===== src/rtl/pkt_sched_pkg.sv =====
// Shared types and constants for the capture/readout packet scheduler.
// Holds the FSM states, length encoding and default widths.
package pkt_sched_pkg;

  localparam int AW_DEF = 12;
  localparam int DW_DEF = 18;
  localparam int LEN_ZERO_MEANS = 256;
  localparam int CW = 9;

  typedef enum logic [2:0] {
    IDLE,
    CAPTURE,
    PKT_DATA,
    PKT_GAP,
    TAIL
  } state_e;

  // A length field of 0 encodes the full 256-word packet.
  function automatic logic [CW-1:0] len_of(
    input logic [7:0] l
  );
    return (l == 8'd0) ? CW'(LEN_ZERO_MEANS)
                       : {1'b0, l};
  endfunction

endpackage


===== src/rtl/pkt_sched_cnt.sv =====
// Loadable down-counter; expire flags the last cycle of a count.
// Load takes priority over decrement.
module pkt_sched_cnt #(
  parameter int W = 9
) (
  input  logic         clk,
  input  logic         rstn,
  input  logic         load_i,
  input  logic [W-1:0] val_i,
  input  logic         dec_i,
  output logic         expire_o
);

  logic [W-1:0] cnt_q;

  always_ff @(posedge clk or negedge rstn) begin
    if (!rstn) begin
      cnt_q <= '0;
    end else if (load_i) begin
      cnt_q <= val_i;
    end else if (dec_i && cnt_q != '0) begin
      cnt_q <= cnt_q - W'(1);
    end
  end

  assign expire_o = (cnt_q <= W'(1));

endmodule


===== src/rtl/pkt_sched_ctrl.sv =====
// Capture an ADC buffer into external memory, then stream it out
// as gapped packets with a tail idle period and a done pulse.
module pkt_sched_ctrl
  import pkt_sched_pkg::*;
#(
  parameter int AW = AW_DEF,
  parameter int DW = DW_DEF
) (
  input  logic          clk,
  input  logic          rstn,
  input  logic          capture_start,
  input  logic          capture_again,
  input  logic          self_test,
  input  logic [7:0]    pkt_gap,
  input  logic [7:0]    pkt_data_len,
  input  logic [7:0]    pkt_idle_len,
  input  logic          adc_valid,
  input  logic [DW-1:0] adc_data,
  output logic          mem_we,
  output logic [AW-1:0] mem_waddr,
  output logic [DW-1:0] mem_wdata,
  output logic          mem_re,
  output logic [AW-1:0] mem_raddr,
  input  logic [DW-1:0] mem_rdata,
  output logic          out_valid,
  output logic          out_sop,
  output logic          out_eop,
  output logic [DW-1:0] out_data,
  output logic          busy,
  output logic          done
);

  state_e        state_q;
  logic [AW-1:0] waddr_q;
  logic [AW-1:0] raddr_q;
  logic          buf_valid_q;
  logic          first_q;
  logic          done_q;
  logic          ov_q;
  logic          sop_q;
  logic          eop_q;

  logic wr_en;
  logic last_w;
  logic last_a;
  logic pkt_end;
  logic d_ld, g_ld, t_ld;
  logic d_exp, g_exp, t_exp;

  assign wr_en   = (state_q == CAPTURE)
                 && (self_test || adc_valid);
  assign last_w  = (waddr_q == '1);
  assign last_a  = (raddr_q == '1);
  assign pkt_end = d_exp || last_a;

  always_comb begin
    d_ld = 1'b0;
    g_ld = 1'b0;
    t_ld = 1'b0;
    case (state_q)
      IDLE:
        d_ld = capture_again && !capture_start
             && buf_valid_q;
      CAPTURE:
        d_ld = wr_en && last_w;
      PKT_DATA: begin
        if (last_a) begin
          t_ld = (pkt_idle_len != 8'd0);
        end else if (d_exp) begin
          d_ld = (pkt_gap == 8'd0);
          g_ld = (pkt_gap != 8'd0);
        end
      end
      PKT_GAP:
        d_ld = g_exp;
      default: ;
    endcase
  end

  pkt_sched_cnt #(.W(CW)) u_dcnt (
    .clk      (clk),
    .rstn     (rstn),
    .load_i   (d_ld),
    .val_i    (len_of(pkt_data_len)),
    .dec_i    (state_q == PKT_DATA),
    .expire_o (d_exp)
  );

  pkt_sched_cnt #(.W(CW)) u_gcnt (
    .clk      (clk),
    .rstn     (rstn),
    .load_i   (g_ld),
    .val_i    ({1'b0, pkt_gap}),
    .dec_i    (state_q == PKT_GAP),
    .expire_o (g_exp)
  );

  pkt_sched_cnt #(.W(CW)) u_tcnt (
    .clk      (clk),
    .rstn     (rstn),
    .load_i   (t_ld),
    .val_i    ({1'b0, pkt_idle_len}),
    .dec_i    (state_q == TAIL),
    .expire_o (t_exp)
  );

  always_ff @(posedge clk or negedge rstn) begin
    if (!rstn) begin
      state_q     <= IDLE;
      waddr_q     <= '0;
      raddr_q     <= '0;
      buf_valid_q <= 1'b0;
      first_q     <= 1'b0;
      done_q      <= 1'b0;
      ov_q        <= 1'b0;
      sop_q       <= 1'b0;
      eop_q       <= 1'b0;
    end else begin
      done_q <= 1'b0;
      ov_q   <= (state_q == PKT_DATA);
      sop_q  <= (state_q == PKT_DATA) && first_q;
      eop_q  <= (state_q == PKT_DATA) && pkt_end;
      case (state_q)
        IDLE: begin
          if (capture_start) begin
            state_q     <= CAPTURE;
            waddr_q     <= '0;
            buf_valid_q <= 1'b0;
          end else if (capture_again && buf_valid_q) begin
            state_q <= PKT_DATA;
            raddr_q <= '0;
            first_q <= 1'b1;
          end
        end
        CAPTURE: begin
          if (wr_en) begin
            if (last_w) begin
              state_q     <= PKT_DATA;
              buf_valid_q <= 1'b1;
              raddr_q     <= '0;
              first_q     <= 1'b1;
            end else begin
              waddr_q <= waddr_q + AW'(1);
            end
          end
        end
        PKT_DATA: begin
          first_q <= 1'b0;
          if (last_a) begin
            if (pkt_idle_len == 8'd0) begin
              state_q <= IDLE;
              done_q  <= 1'b1;
            end else begin
              state_q <= TAIL;
            end
          end else begin
            raddr_q <= raddr_q + AW'(1);
            if (d_exp) begin
              if (pkt_gap == 8'd0) first_q <= 1'b1;
              else state_q <= PKT_GAP;
            end
          end
        end
        PKT_GAP: begin
          if (g_exp) begin
            state_q <= PKT_DATA;
            first_q <= 1'b1;
          end
        end
        TAIL: begin
          if (t_exp) begin
            state_q <= IDLE;
            done_q  <= 1'b1;
          end
        end
        default: state_q <= IDLE;
      endcase
    end
  end

  assign mem_we    = wr_en;
  assign mem_waddr = waddr_q;
  assign mem_wdata = !wr_en   ? '0
                   : self_test ? DW'(waddr_q)
                   : adc_data;
  assign mem_re    = (state_q == PKT_DATA);
  assign mem_raddr = raddr_q;
  assign out_valid = ov_q;
  assign out_sop   = sop_q;
  assign out_eop   = eop_q;
  assign out_data  = ov_q ? mem_rdata : '0;
  assign busy      = (state_q != IDLE);
  assign done      = done_q;

endmodule


===== config.mk =====
export PLATFORM = sky130hd
export DESIGN_NAME = pkt_sched_ctrl
export DESIGN_NICKNAME = d
export VERILOG_FILES = /design/src/rtl/pkt_sched_pkg.sv /design/src/rtl/pkt_sched_cnt.sv /design/src/rtl/pkt_sched_ctrl.sv
export SDC_FILE = /design/constraint.sdc
export NUM_CORES = 1
export LEC_CHECK = 0
export BUFFER_PORTS_ARGS = -buffer_cell sky130_fd_sc_hd__buf_2
export CAP_MARGIN = 5
export CORE_MARGIN = 2
export CORE_UTILIZATION = 56
export CTS_CLUSTER_SIZE = 10
export DETAILED_ROUTE_END_ITERATION = 10
export PLACE_DENSITY_LB_ADDON = 0.15
export SETUP_SLACK_MARGIN = 0.3
export SLEW_MARGIN = 0
export SYNTH_ARGS = -nofsm -noshare
export SYNTH_HDL_FRONTEND = slang
export SYNTH_HIERARCHICAL = 1
export SYNTH_SLANG_ARGS = --single-unit

===== constraint.sdc =====
create_clock -name clk -period 4.9 [get_ports clk]
set_input_delay 0.49 -clock clk [delete_from_list [all_inputs] [get_ports clk]]
set_output_delay 0.49 -clock clk [all_outputs]
set_load 0.02 [all_outputs]

After elaboration in Yosys (flattened, before gate mapping)
Cells that the tools add are included.
Widths: inputs -> output; s select.
Storage, ports and cells
  input port bits: 66
  output and inout bits: 67
  word-level logic and storage cells: 126
  flip-flop bits (word level): 60
Operators by class
  mux-type cells: 54
  reduce and logical (&&, ||, !) cells: 34
  order comparisons: 3
  eq/ne operators: 18
  add/sub/neg operators: 5
Operators by type and width (count)
  $mux 12: 8
  $mux 9: 7
  $mux 18: 3
  $pmux 12 s3: 1
  $mux 3: 10
  $le 9x1->1 const B: 3
  $reduce_bool 9->1: 3
  $sub 9x1->9 const B: 3
  $add 12x1->12 const B: 2
  $eq 12x12->1 const B: 2
  $logic_not 8->1: 3
  $pmux 12 s2: 1
  $mux 1: 19
  $ne 2x2->1 const B: 9
  $reduce_bool 8->1: 2
  $pmux 3 s5: 1
  $reduce_and 6->1: 2
  $logic_and 1x1->1: 10
  $ne 3x3->1 const B: 3
  $pmux 1 s4: 2
  $reduce_and 4->1: 2
  $reduce_bool 2->1: 4
  $reduce_and 7->1: 1
  $eq 3x2->1 const B: 2
  other kinds (8): 11

Logic depth before layout (Yosys ltp)
  word-level depth: 5
  gate-level depth with buffers: 12
  gate-level depth less buffers: 10

By module
The synthesis kept the hierarchy.
Modules (own cells, without submodules)
  pkt_sched_ctrl: sequential area each 825.8 um^2, area an instance 2303.5 um^2, times used 1, cells each 277
  pkt_sched_cnt: sequential area each 225.2 um^2, area an instance 656.9 um^2, times used 3, cells each 73

Worst setup path after synthesis
OpenSTA, ideal clock, no wires.
  kind: register -> register
  from: register state_q[2]
  to: register u_dcnt.cnt_q[7]
  setup time: 82 ps
  arrival: 2442 ps
  slack: 2376 ps
  data required time: 4818 ps
  path buffers: 3
  cell stages (with the launch flop): 9
  clock period less this slack: 2524 ps
  path through: dfrtp_1 -> buf_6 -> or3b_1 -> buf_2 -> clkinv_1 -> buf_2 -> or4b_1 -> a2111o_1 -> a31oi_1
On the way
  elaborated cells between the ends (all ways): 10
  those cells by class: eq/ne (3); mux (2); reduce/logical (5)
RTL lines
  from (decl): line pkt_sched_ctrl.sv:33  | state_e state_q;
  from (signal assigned): line pkt_sched_ctrl.sv:109  | state_q <= IDLE;
  from (signal assigned): line pkt_sched_ctrl.sv:126  | state_q <= CAPTURE;
  from (signal assigned): line pkt_sched_ctrl.sv:130  | state_q <= PKT_DATA;
  $eq 3x2->1 *
  via mem_re: line pkt_sched_ctrl.sv:22  | output logic mem_re,
  $pmux 1 s4 / $logic_and 1x1->1 (equally long branches): line pkt_sched_ctrl.sv:60, pkt_sched_cnt.sv:21
  $mux 9 / $reduce_bool 2->1 (equally long branches)
  to (signal assigned): line pkt_sched_cnt.sv:20  | cnt_q <= val_i;
  to (signal assigned): line pkt_sched_cnt.sv:22  | cnt_q <= cnt_q - W'(1);
  to (decl): line pkt_sched_cnt.sv:14  | logic [W-1:0] cnt_q;
The timed path passes the listed nets; every way through them passes the cells marked *.
A chain may end at the register's enable or synchronous reset.

Final worst setup path
  from: register state_q[0]
  to: output port mem_wdata[14]
On the way
  longest elaborated chain between the ends: 3
RTL lines
  $eq 3x1->1: line pkt_sched_ctrl.sv:50  | assign wr_en = (state_q == CAPTURE)
  $logic_and 1x1->1: line pkt_sched_ctrl.sv:51  | && (self_test || adc_valid);
  $mux 18: line pkt_sched_ctrl.sv:183  | assign mem_wdata = !wr_en ? '0
  to (decl): line pkt_sched_ctrl.sv:21  | output logic [DW-1:0] mem_wdata,
No other way between the ends.

==> metrics.md <==
| Metric | Value |
|---|---|
| Die W | 91.37 um |
| Fin cells | a little over 700 |
| Synth async-reset ratio | 100.0% |
| WS Path Type | reg2out |
| N_diodes | 0 |
| Synth cell types | 57 |
| Cells after DPL | roughly 700 |
| Max Root-Sink Buffers | 2 |
| Post-CTS Hold Fix Bufs | 0 |
| Pre-antenna DRT Iters | 4 |
| Maximum fanout along the worst path | 17 |
| Highest clock rate | around 0.32 GHz |
| Clk root buf | clkbuf_8 |
| First-pass GRT wire length | approximately 18 mm |
| Seq/Total Area, Yosys | 35.13% |
| WP data arrival | between 2 and 3 ns |
| Fin. max-slew vios | 0 |
| Share of layout cells above drive strength 1 | a little over a quarter |
| Post-synth top area cell | dfrtp_1 |
| DP Area | ~4900 um2 |
| Max_cap viols | 0 |
| Largest net degree at the start of global routing | 61 |
| Post_cts resized | 0 |
| Worst-skew pair later-pin latency | approximately 0.35 ns |
| Prevailing post-synth register cell | dfrtp_1 |
| Max H-tree Level | 3 |
| Power share of the sequential group | 38.4% |
| Highest ir drop seen on vdd | just under 0.0003 V |
| Most common cell after layout, fill and taps aside | buf_2 |
| Pwr Total | roughly 2200 uW |
| Worst-path clk slew | roughly 0.060 ns |
| Worst setup SP type | register |
| Starting density of the core | around three fifths |
| Hold Path Class | in2async |
| Slew HR | between 20% and 30% |
| Die Span Y | approximately 90 um |
| IO Count | 133 |
| Final setup violation count | 0 |
| Required @ worst endpoint | 4.41 ns |
| Design area | just over 5000 um2 |
| DRC errors left | 0 |
| Setup TNS | 0 ns |
| Final worst path period need | 3.100 ns |
| Clk sink count | 60 |
| DR vias/cell | about 6.0 |
| Core area | ~7300 um2 |
| DRT iter0 DRCs | 263 |
| NetSw | 1015 uW |
| Row count | 31 |
| Most frequent cells in the layout | 132 x buf_2, 68 x nor2_1, 60 x dfrtp_1 |
| Vias in the first global route | between 3000 and 4000 |
| Final Hold Viols | 0 |
| Avg Cell Area, Syn | roughly 8.6 um2 |
| Gate power share | approximately 44% |
| Post-synth EDFFs | 0 |
| Hpwl dp | approximately 8.3 mm |
| DRT antenna net count | 0 |
| Static Leak | approximately 0.0022 uW |
| Internal power | between 1000 and 1500 uW |
| Syn-to-layout area delta | 17.77% |
| WL final | between 10 and 15 mm |
| Final nets | around 700 |
| RSZ-0062 raised after global routing | false |
| Clk_skew | 0.009714 ns |
| Cells after Synth | slightly below 500 |
| Post-Syn Area | 4274 um2 |
| Synth top area share | 35.13% |
| Number of buffers added on ports | approximately 130 |
| Postcts setup bufs | 0 |
| YS warnings | 6 |
| #FFs+latches synth | 60 |
| Worst slew pin tran | around 1.0 ns |
| Synth area leaders | dfrtp_1 35%, nor2_1 6.0%, and2_1 4.4%, ha_1 3.2%, o21ai_0 3.2% |
| Total grt overflow | 0 |
| Total track usage | a little over a quarter |
| Final Wtd Congestion | roughly 0.9 |
| Switching part of the total | a little under half |
| Pwr/cell area | approximately 440 nW/um2 |
| Vias post-DR | 4270 |
| Die ar. | ~8300 um2 |
| Clock power share | between 15 and 20% |
| Status | finished clean |
| Initial antenna violation count | 0 |
| CTS Buf Count | 9 |
| Final worst path period share | 63.26% |
| Critical path capture point type | output pin |
| WL per Instance | roughly 16 um |
| TritonCTS clock tree | done |
-- final timing paths --
| path | startpoint | end | slack [ns] | depth (start not counted) |
|---|---|---|---|---|
| setup / recovery | state_q[0] | mem_wdata[14] | 1.80 | 5 |
| hold reg to reg | mem_raddr[10] | mem_raddr[10] | 0.51 | 1 |
| min in group clk | pkt_idle_len[4] | u_tcnt/cnt_q[4] | 0.40 | 3 |
| setup reg to reg | state_q[0] | u_dcnt/cnt_q[7] | 1.97 | 5 |
| max in group asynchronous | rstn | state_q[1] | 4.12 | 2 |
| hold / removal | rstn | u_gcnt/cnt_q[3] | 0.30 | 2 |
-- metal layers --
metal / global-route usage [%] / share of wire, % / vias to the layer above
li1: - / - / 2067
met2: 45.68 / 50 / 171
met3: 5.892 / 6.5 / 17
met4: 11.11 / 1.6 / 0
met5: 0 / 0 / -
met1: 32.33 / 41 / 2015
-- cells by family after synthesis --
logic type | Yosys count | synth area share [%]
flip-flops | 60 | 35.13
buffers and inverters | 56 | 6.733
multiplexers | 13 | 3.074
AO/OA/AOI/OAI | 131 | 21.31
AND/OR/NAND/NOR | 218 | 29.22
adder cells (fa/ha/maj) | 11 | 3.220
other | 1 | 0.08774
XOR/XNOR | 6 | 1.229
-- critical path, cell delays in order, from the launching register on --
cell and delay (ns):
dfrtp_1 0.73, nor3b_1 0.45, nand2_1 0.38, nor2_1 0.36
and2_1 0.18, buf_2 0.16
-- metrics by stage --
stage          setup slack (ns)  hold WS (ns)  util, %
6_report                  1.800        0.2980    68.66
5_1_grt                   1.476        0.3646    68.66
4_1_cts                   1.818        0.3245    68.66
3_5_place_dp              1.912        0.5054    66.44
3_3_place_gp              1.941        0.5009    66.44
2_1_floorplan             2.376        0.1944        -
-- power groups by stage --
stage	clock network, uW	logic, uW	registers (uW)
2_1_floorplan	0	773	810
3_3_place_gp	0	951	846
3_5_place_dp	0	982	859
4_1_cts	395	988	851
5_1_grt	422	1090	893
6_report	387	988	858
-- registers in the layout, summed over array words and instances, names as in the netlist --
| signal | cells |
|---|---|
| mem_raddr | 12 |
| mem_waddr | 12 |
| u_dcnt/cnt_q | 9 |
| u_gcnt/cnt_q | 9 |
| u_tcnt/cnt_q | 9 |
| state_q | 3 |
| buf_valid_q | 1 |
| done | 1 |
| first_q | 1 |
| out_eop | 1 |
| out_sop | 1 |
| out_valid | 1 |
-- synth_stat cells, drive strengths merged, types with 5 or more instances --
cell / instances
buf: 22
nor4: 7
nand4b: 7
o31ai: 9
nand3: 14
nor4b: 5
and2: 30
or4: 16
o21ai: 27
nor2: 68
nor3b: 7
mux2i: 12
inv: 17
nor3: 12
o41ai: 6
a21oi: 27
a31oi: 18
nand2: 19
clkbuf: 16
dfrtp: 60
nand4: 5
a211oi: 7
ha: 11
o211ai: 13
xnor2: 6
or4b: 6
-- area by class of cell --
type	instances	area [um2]
Clock inverter	2	10.01
Tap cell	99	123.9
Multi-Input combinational cell	381	2495
Inverter	18	67.56
Timing Repair Buffer	135	683.2
Clock buffer	14	152.6
Sequential cell	60	1501
Fill cell	632	2297
No activity file was read; power rests on OpenSTA's default activity.
